**src/rtl/digit_scan_ctrl_pkg.sv**
```systemverilog
// Shared display definitions for the multiplexed 4-digit BCD scan controller.
// Provides the digit count, the largest legal BCD code, the digit-index type
// and a helper that checks a packed 4-nibble word for legal BCD digits.
package display_pkg;

   localparam int         NUM_DIGITS = 4;
   localparam logic [3:0] BCD_MAX    = 4'd9;

   typedef logic [1:0] digit_idx_t;

   // True when every nibble of the word is a legal BCD digit.
   function automatic logic bcd_word_ok(input logic [15:0] word);
      logic ok;
      ok = 1'b1;
      for (int i = 0; i < NUM_DIGITS; i++) begin
         if (word[4*i +: 4] > BCD_MAX) ok = 1'b0;
      end
      return ok;
   endfunction

endpackage

```
**src/rtl/digit_scan_ctrl_if.sv**
```systemverilog
// Load/display bundle of the digit scan controller.
//   load_valid/load_data/load_ready : 4-digit BCD load handshake
//   bcd_out                         : BCD code of the active digit
//   digit_en                        : one-hot digit select (all-zero when blanked)
//   frame_done                      : one-cycle pulse on the 3->0 scan wrap
//   load_err                        : one-cycle pulse when an offered load is rejected
// master = load source / display consumer, slave = controller.
interface digit_scan_if;

   logic        load_valid;
   logic [15:0] load_data;
   logic        load_ready;
   logic [3:0]  bcd_out;
   logic [3:0]  digit_en;
   logic        frame_done;
   logic        load_err;

   modport master (
      output load_valid, load_data,
      input  load_ready, bcd_out, digit_en, frame_done, load_err
   );

   modport slave (
      input  load_valid, load_data,
      output load_ready, bcd_out, digit_en, frame_done, load_err
   );

endinterface

```
**src/rtl/digit_scan_ctrl_prescaler.sv**
```systemverilog
// scan_prescaler: divides clk down to the digit-slot rate.
//   clk, rst_n : clock, asynchronous active-low reset
//   tick       : high for the one cycle per slot where count == CLK_DIV-1
// CLK_DIV legal range 2..2^20.
module scan_prescaler #(
   parameter int unsigned CLK_DIV = 50000
) (
   input  logic clk,
   input  logic rst_n,
   output logic tick
);

   localparam int unsigned   CW = (CLK_DIV > 1) ? $clog2(CLK_DIV) : 1;
   localparam logic [CW-1:0] TC = CW'(CLK_DIV - 1);

   logic [CW-1:0] count;

   assign tick = (count == TC);

   always_ff @(posedge clk or negedge rst_n) begin
      if (!rst_n)    count <= '0;
      else if (tick) count <= '0;
      else           count <= count + CW'(1);
   end

endmodule

```
**src/rtl/digit_scan_ctrl.sv**
```systemverilog
// digit_scan_ctrl: multiplexed 4-digit BCD display scanner with a tear-free
// double-buffered load path.
//   clk, rst_n : clock, asynchronous active-low reset
//   bus        : digit_scan_if.slave (load handshake, bcd_out, digit_en,
//                frame_done, load_err)
// Optional build macro DIGIT_SCAN_LZB_EN compiles in leading-zero blanking.
//
//   idx | meaning
//   ----+-----------------------------------------------
//    0  | slot for digit 0 (rightmost), never blanked
//    1  | slot for digit 1
//    2  | slot for digit 2
//    3  | slot for digit 3; tick here wraps and commits
module digit_scan_ctrl
   import display_pkg::*;
#(
   parameter int unsigned CLK_DIV = 50000
) (
   input  logic        clk,
   input  logic        rst_n,
   digit_scan_if.slave bus
);

   logic        tick;
   digit_idx_t  idx, idx_nxt;
   logic [15:0] active, active_nxt;
   logic [15:0] pending, pending_nxt;
   logic        pending_full, pending_full_nxt;
   logic        frame_done_q, frame_done_nxt;
   logic        load_err_q, load_err_nxt;
   logic        wrap;
   logic        handshake;
   logic        load_ok;
   logic [3:0]  onehot;

   scan_prescaler #(.CLK_DIV(CLK_DIV)) u_prescaler (
      .clk   (clk),
      .rst_n (rst_n),
      .tick  (tick)
   );

   assign wrap      = tick && (idx == digit_idx_t'(NUM_DIGITS - 1));
   // load_ready is low whenever a commit is possible, so a new handshake can
   // never land on the commit edge.
   assign handshake = bus.load_valid && !pending_full;
   assign load_ok   = bcd_word_ok(bus.load_data);

   always_ff @(posedge clk or negedge rst_n) begin
      if (!rst_n) begin
         idx          <= '0;
         active       <= '0;
         pending      <= '0;
         pending_full <= 1'b0;
         frame_done_q <= 1'b0;
         load_err_q   <= 1'b0;
      end else begin
         idx          <= idx_nxt;
         active       <= active_nxt;
         pending      <= pending_nxt;
         pending_full <= pending_full_nxt;
         frame_done_q <= frame_done_nxt;
         load_err_q   <= load_err_nxt;
      end
   end

   always_comb begin
      idx_nxt          = idx;
      active_nxt       = active;
      pending_nxt      = pending;
      pending_full_nxt = pending_full;
      frame_done_nxt   = wrap;
      load_err_nxt     = handshake && !load_ok;

      if (tick) idx_nxt = idx + 2'd1;

      if (wrap && pending_full) begin
         active_nxt       = pending;
         pending_full_nxt = 1'b0;
      end

      if (handshake && load_ok) begin
         pending_nxt      = bus.load_data;
         pending_full_nxt = 1'b1;
      end
   end

   assign onehot         = 4'b0001 << idx;
   assign bus.bcd_out    = active[{idx, 2'b00} +: 4];
   assign bus.load_ready = !pending_full;
   assign bus.frame_done = frame_done_q;
   assign bus.load_err   = load_err_q;

`ifdef DIGIT_SCAN_LZB_EN
   logic blank;

   // A slot goes dark when its digit and every digit to its left are zero.
   always_comb begin
      blank = 1'b0;
      case (idx)
         2'd1:    blank = (active[15:4]  == 12'h000);
         2'd2:    blank = (active[15:8]  == 8'h00);
         2'd3:    blank = (active[15:12] == 4'h0);
         default: blank = 1'b0;
      endcase
   end

   assign bus.digit_en = blank ? 4'b0000 : onehot;
`else
   assign bus.digit_en = onehot;
`endif

endmodule

```
**src/flat_wrapper.sv**
```systemverilog
// flat-port wrapper written by rule: the top's interface ports become plain ports
module digit_scan_ctrl_flat import display_pkg::*;
#(
   parameter int unsigned CLK_DIV = 50000
)
  (clk, rst_n, bus_load_valid, bus_load_data, bus_load_ready, bus_bcd_out, bus_digit_en, bus_frame_done, bus_load_err);
  digit_scan_if bus_i ();
  input  logic clk;
  input  logic rst_n;
  input wire logic [$bits(bus_i.load_valid)-1:0] bus_load_valid;
  input wire logic [$bits(bus_i.load_data)-1:0] bus_load_data;
  output wire logic [$bits(bus_i.load_ready)-1:0] bus_load_ready;
  output wire logic [$bits(bus_i.bcd_out)-1:0] bus_bcd_out;
  output wire logic [$bits(bus_i.digit_en)-1:0] bus_digit_en;
  output wire logic [$bits(bus_i.frame_done)-1:0] bus_frame_done;
  output wire logic [$bits(bus_i.load_err)-1:0] bus_load_err;
  assign bus_i.load_valid = bus_load_valid;
  assign bus_i.load_data = bus_load_data;
  assign bus_load_ready = bus_i.load_ready;
  assign bus_bcd_out = bus_i.bcd_out;
  assign bus_digit_en = bus_i.digit_en;
  assign bus_frame_done = bus_i.frame_done;
  assign bus_load_err = bus_i.load_err;
  digit_scan_ctrl #(.CLK_DIV(CLK_DIV)) u_core (.clk(clk), .rst_n(rst_n), .bus(bus_i));
endmodule
```
**config.mk**
```make
export PLATFORM = sky130hd
export DESIGN_NAME = digit_scan_ctrl_flat
export DESIGN_NICKNAME = d
export VERILOG_FILES = /design/src/rtl/digit_scan_ctrl_pkg.sv /design/src/rtl/digit_scan_ctrl_if.sv /design/src/rtl/digit_scan_ctrl_prescaler.sv /design/src/rtl/digit_scan_ctrl.sv /design/src/flat_wrapper.sv
export SDC_FILE = /design/constraint.sdc
export NUM_CORES = 1
export LEC_CHECK = 0
export CAP_MARGIN = 25
export CORE_ASPECT_RATIO = 2
export CORE_UTILIZATION = 58
export DETAILED_ROUTE_END_ITERATION = 6
export PLACE_DENSITY = 0.87
export SLEW_MARGIN = 20
export SYNTH_ARGS = -nofsm -noshare
export SYNTH_HDL_FRONTEND = slang
export SYNTH_SLANG_ARGS = --single-unit
```
**constraint.sdc**
```tcl
create_clock -name clk -period 4.95 [get_ports clk]
set_input_delay 1.2375 -clock clk [delete_from_list [all_inputs] [get_ports clk]]
set_output_delay 1.2375 -clock clk [all_outputs]
set_load 0.01 [all_outputs]
```
==> parameters.txt <==
Parameter                              Value

Global routing
  First-pass GRT wire length ... between 6000 and 7000 µm
  Number of global-route vias before repair ... approximately 1600
  Total gr overflow ... 0
  Total global routing track utilization ... 0.227
  Pin count of the biggest net entering global routing ... between 50 and 60
  Antenna violations before repair ... 0

Detailed routing
  DRT Pass-1 Iters ... 4
  DR WL/cell ... between 15 and 20 µm
  First-iteration detailed-routing DRC count ... 27
  Number of nets with antenna violations after routing ... 0
  Vias after detailed routing ... roughly 1500
  Total Routed Length ... around 4400 µm
  Detailed-route vias per instance ... ~5.7
  Post-route DRC ... 0

Logic synthesis
  Share of flip-flops with an asynchronous set or reset after synthesis ... 1.00
  Cell with the most instances after synthesis ... dfrtp_1
  Post-synth EDFFs ... 0
  Cells after synthesis ... between 150 and 200
  Most common flop cell mapped by yosys ... dfrtp_1
  Cell type contributing the most total cell area after synthesis ... dfrtp_1
  Number of nets in the synthesized netlist ... 194
  Main area contributors after synthesis ... dfrtp_1 (57%), mux2_2 (11%), mux2_1 (4.8%)
  Proportion of netlist area held by the largest area contributor ... 0.570
  Post-synthesis area per instance ... 13.7 µm²
  Count of yosys warnings during synthesis ... 0
  Cell Area, Synth ... about 2300 µm²
  Count of cell types in the netlist ... 32
  Post-synthesis register bit count ... 53
  Cell types with the highest counts after synthesis ... dfrtp_1 (53), mux2_2 (22), mux2_1 (10), nor2_1 (10)
  Proportion of synthesized chip area in sequential cells ... 0.570

STA
  Setup Viol. Count Final ... 0
  Final clock period utilization by the worst path ... 0.649
  Relative slew margins ... 0.487
  Max Clock Freq ... 311 MHz
  Final worst path period need ... ~3200 ps
  Total Negative Setup Slacks ... 0 ps
  Count of final hold-check violations ... 0
  Max-slew violation count ... 0
  RSZ-0062 raised after global routing ... false
  Actual slew at the worst max-slew pin ... around 770 ps
  Slack of the critical path ... 1740 ps
  Clock tree skew after final layout ... between 10 and 15 ps

Clock tree
  CTS tree ... done
  Clk root buf ... clkbuf_8
  Hold buffer count at CTS ... 0
  Number of H-tree levels ... 2
  Buffer count from post-CTS setup fixing ... 0
  Clock-pin slew reported for the worst setup and hold paths after clock tree synthesis ... 100 ps
  Buffer depth of the longest clock path ... 2
  Clock sink count ... 53
  Number of buffers created by CTS ... 5
  Resized cells post-CTS ... 0
  Clock latency at the later pin of the worst-skew pair ... between 300 and 400 ps

Finish
  Post-route design area ... ~2700 µm²
  Number of diodes ... 0
  Share of final-layout standard cells stronger than drive strength 1 ... 0.192
  Area Growth Syn to Fin ... 18.0%
  Number of nets in the layout ... between 200 and 250

Critical path
  Critical Path End Type ... output pin
  Slowest stage delay, CP ... approximately 610 ps
  Worst Setup Path Type ... reg -> out
  Number of buffer and inverter instances along the worst setup path ... 1
  Critical path's top delay family ... flip-flops
  Cells along the critical path ... mux4_2, clkdlybuf4s50_1
  Launching element type of the critical path ... flop
  Largest fanout on the critical path ... 7
  Standard cell with the maximum stage delay on the critical path ... dfrtp_1
  Arrival time at the worst endpoint ... slightly below 2000 ps
  CP Data Required Time ... roughly 3700 ps

Die
  Chip Height ... slightly above 90 µm
  Total Die Area ... 4290 µm²
  Standard-cell row count ... 32
  Initial standard-cell utilization of the core ... 0.605
  Width of the die ... roughly 47 µm
  I/O pin total ... 30
  Core area ... slightly below 4000 µm²

Power
  Worst ir drop on vdd ... 0.228 mV
  Cell area power density ... 259 nW/µm²
  Power share of the sequential group ... 0.614
  Internal Power ... 0.553 mW
  Leakage power ... 1.29 nW
  NetSw ... ~0.16 mW
  Relative contribution of the clock network to total power ... 0.346
  Combinational Power Share ... 0.040
  Share of total power consumed by net switching ... 0.223

Job
  Max-capacitance violation count ... 0

Placement
  Count of buffers inserted at the top-level ports ... 29
  Cell Area, Placed ... approximately 2600 µm²
  RePlAce Congestion ... 0.811
  Post-DP HPWL ... around 3200 µm
  Place WS ... between 1500 and 2000 ps

Min path
  Hold Path Class ... reg -> reg

Status
  Result of the run ... finished clean
## per-layer routing
metal,vias to the layer above,share of wire,global-route usage
met5,-,0,0
met4,0,0.034,0.131
met3,11,0.039,0.0378
met2,33,0.56,0.391
met1,733,0.36,0.238
li1,677,-,-
## per-stage QoR
stage | hold slack (ps) | total power [mW] | utilization | cells
finish | 493 | 0.712 | 0.714 | 254
global route | 508 | 0.736 | 0.714 | 254
CTS | 495 | 0.719 | 0.714 | 254
detailed placement | 477 | 0.474 | 0.689 | 246
global placement | 464 | 0.473 | 0.689 | 246
floorplan | 452 | 0.449 | - | 170
## power groups by stage
stage | Clock [mW] | Combinational [mW] | Sequential (mW)
finish | 0.247 | 0.0283 | 0.437
global route | 0.267 | 0.0315 | 0.438
CTS | 0.253 | 0.0288 | 0.437
detailed placement | 0 | 0.0287 | 0.446
global placement | 0 | 0.0278 | 0.445
floorplan | 0 | 0.00419 | 0.445
## state kept, by name (all words and copies together), names as in the netlist
signal,count
u_core.idx,2
u_core.bus.load_err,1
u_core.pending_full,1
u_core.u_prescaler.count,16
u_core.bus.frame_done,1
u_core.active,16
u_core.pending,16
## area by class of cell
type                            instances  area [µm²]
Timing Repair Buffer                   30         295
Clock buffer                            5        68.8
Fill cell                             269        1100
Inverter                                4        15.0
Sequential cell                        53        1330
Tap cell                               51        63.8
Multi-Input combinational cell        108         951
Clock inverter                          3        25.0
## layout by cell type, fill, tap and decap left out, types with 4 or more instances in the layout
| master | synthesis | layout |
|---|---|---|
| clkbuf_8 | 0 | 5 |
| mux2_1 | 10 | 10 |
| mux4_2 | 4 | 4 |
| nand4_1 | 7 | 7 |
| xnor2_1 | 6 | 6 |
| nand2_1 | 5 | 5 |
| nand3_1 | 6 | 6 |
| clkdlybuf4s50_1 | 0 | 28 |
| ha_1 | 5 | 5 |
| dfrtp_1 | 53 | 53 |
| inv_1 | 4 | 4 |
| xor2_1 | 7 | 7 |
| o21ai_0 | 7 | 7 |
| mux2_2 | 22 | 22 |
| nor2_1 | 10 | 10 |
## logic make-up after synthesis
| logic type | share of synthesized area |
|---|---|
| DFF | 0.570 |
| AOI/OAI and AO/OA | 0.0204 |
| and+or+nand+nor | 0.119 |
| buffers and inverters | 0.0215 |
| xor gates and xnor gates | 0.0489 |
| muxes | 0.194 |
| adders and majority gates | 0.0269 |
## final timing paths
path	from	cells past startpoint	slack, ps	endpoint
worst max register to register	u_core.u_prescaler.count[5]	4	2010	u_core.active[2]
max in group asynchronous	rst_n	1	3580	u_core.idx[1]
worst max-delay path	u_core.idx[0]	2	1740	bus_bcd_out[1]
worst min-delay path	u_core.pending[8]	1	490	u_core.active[8]
min in group asynchronous	rst_n	1	940	u_core.pending[6]
worst min register to register	u_core.pending[8]	1	490	u_core.active[8]
Note: power is estimated with default switching activity, not from simulation.
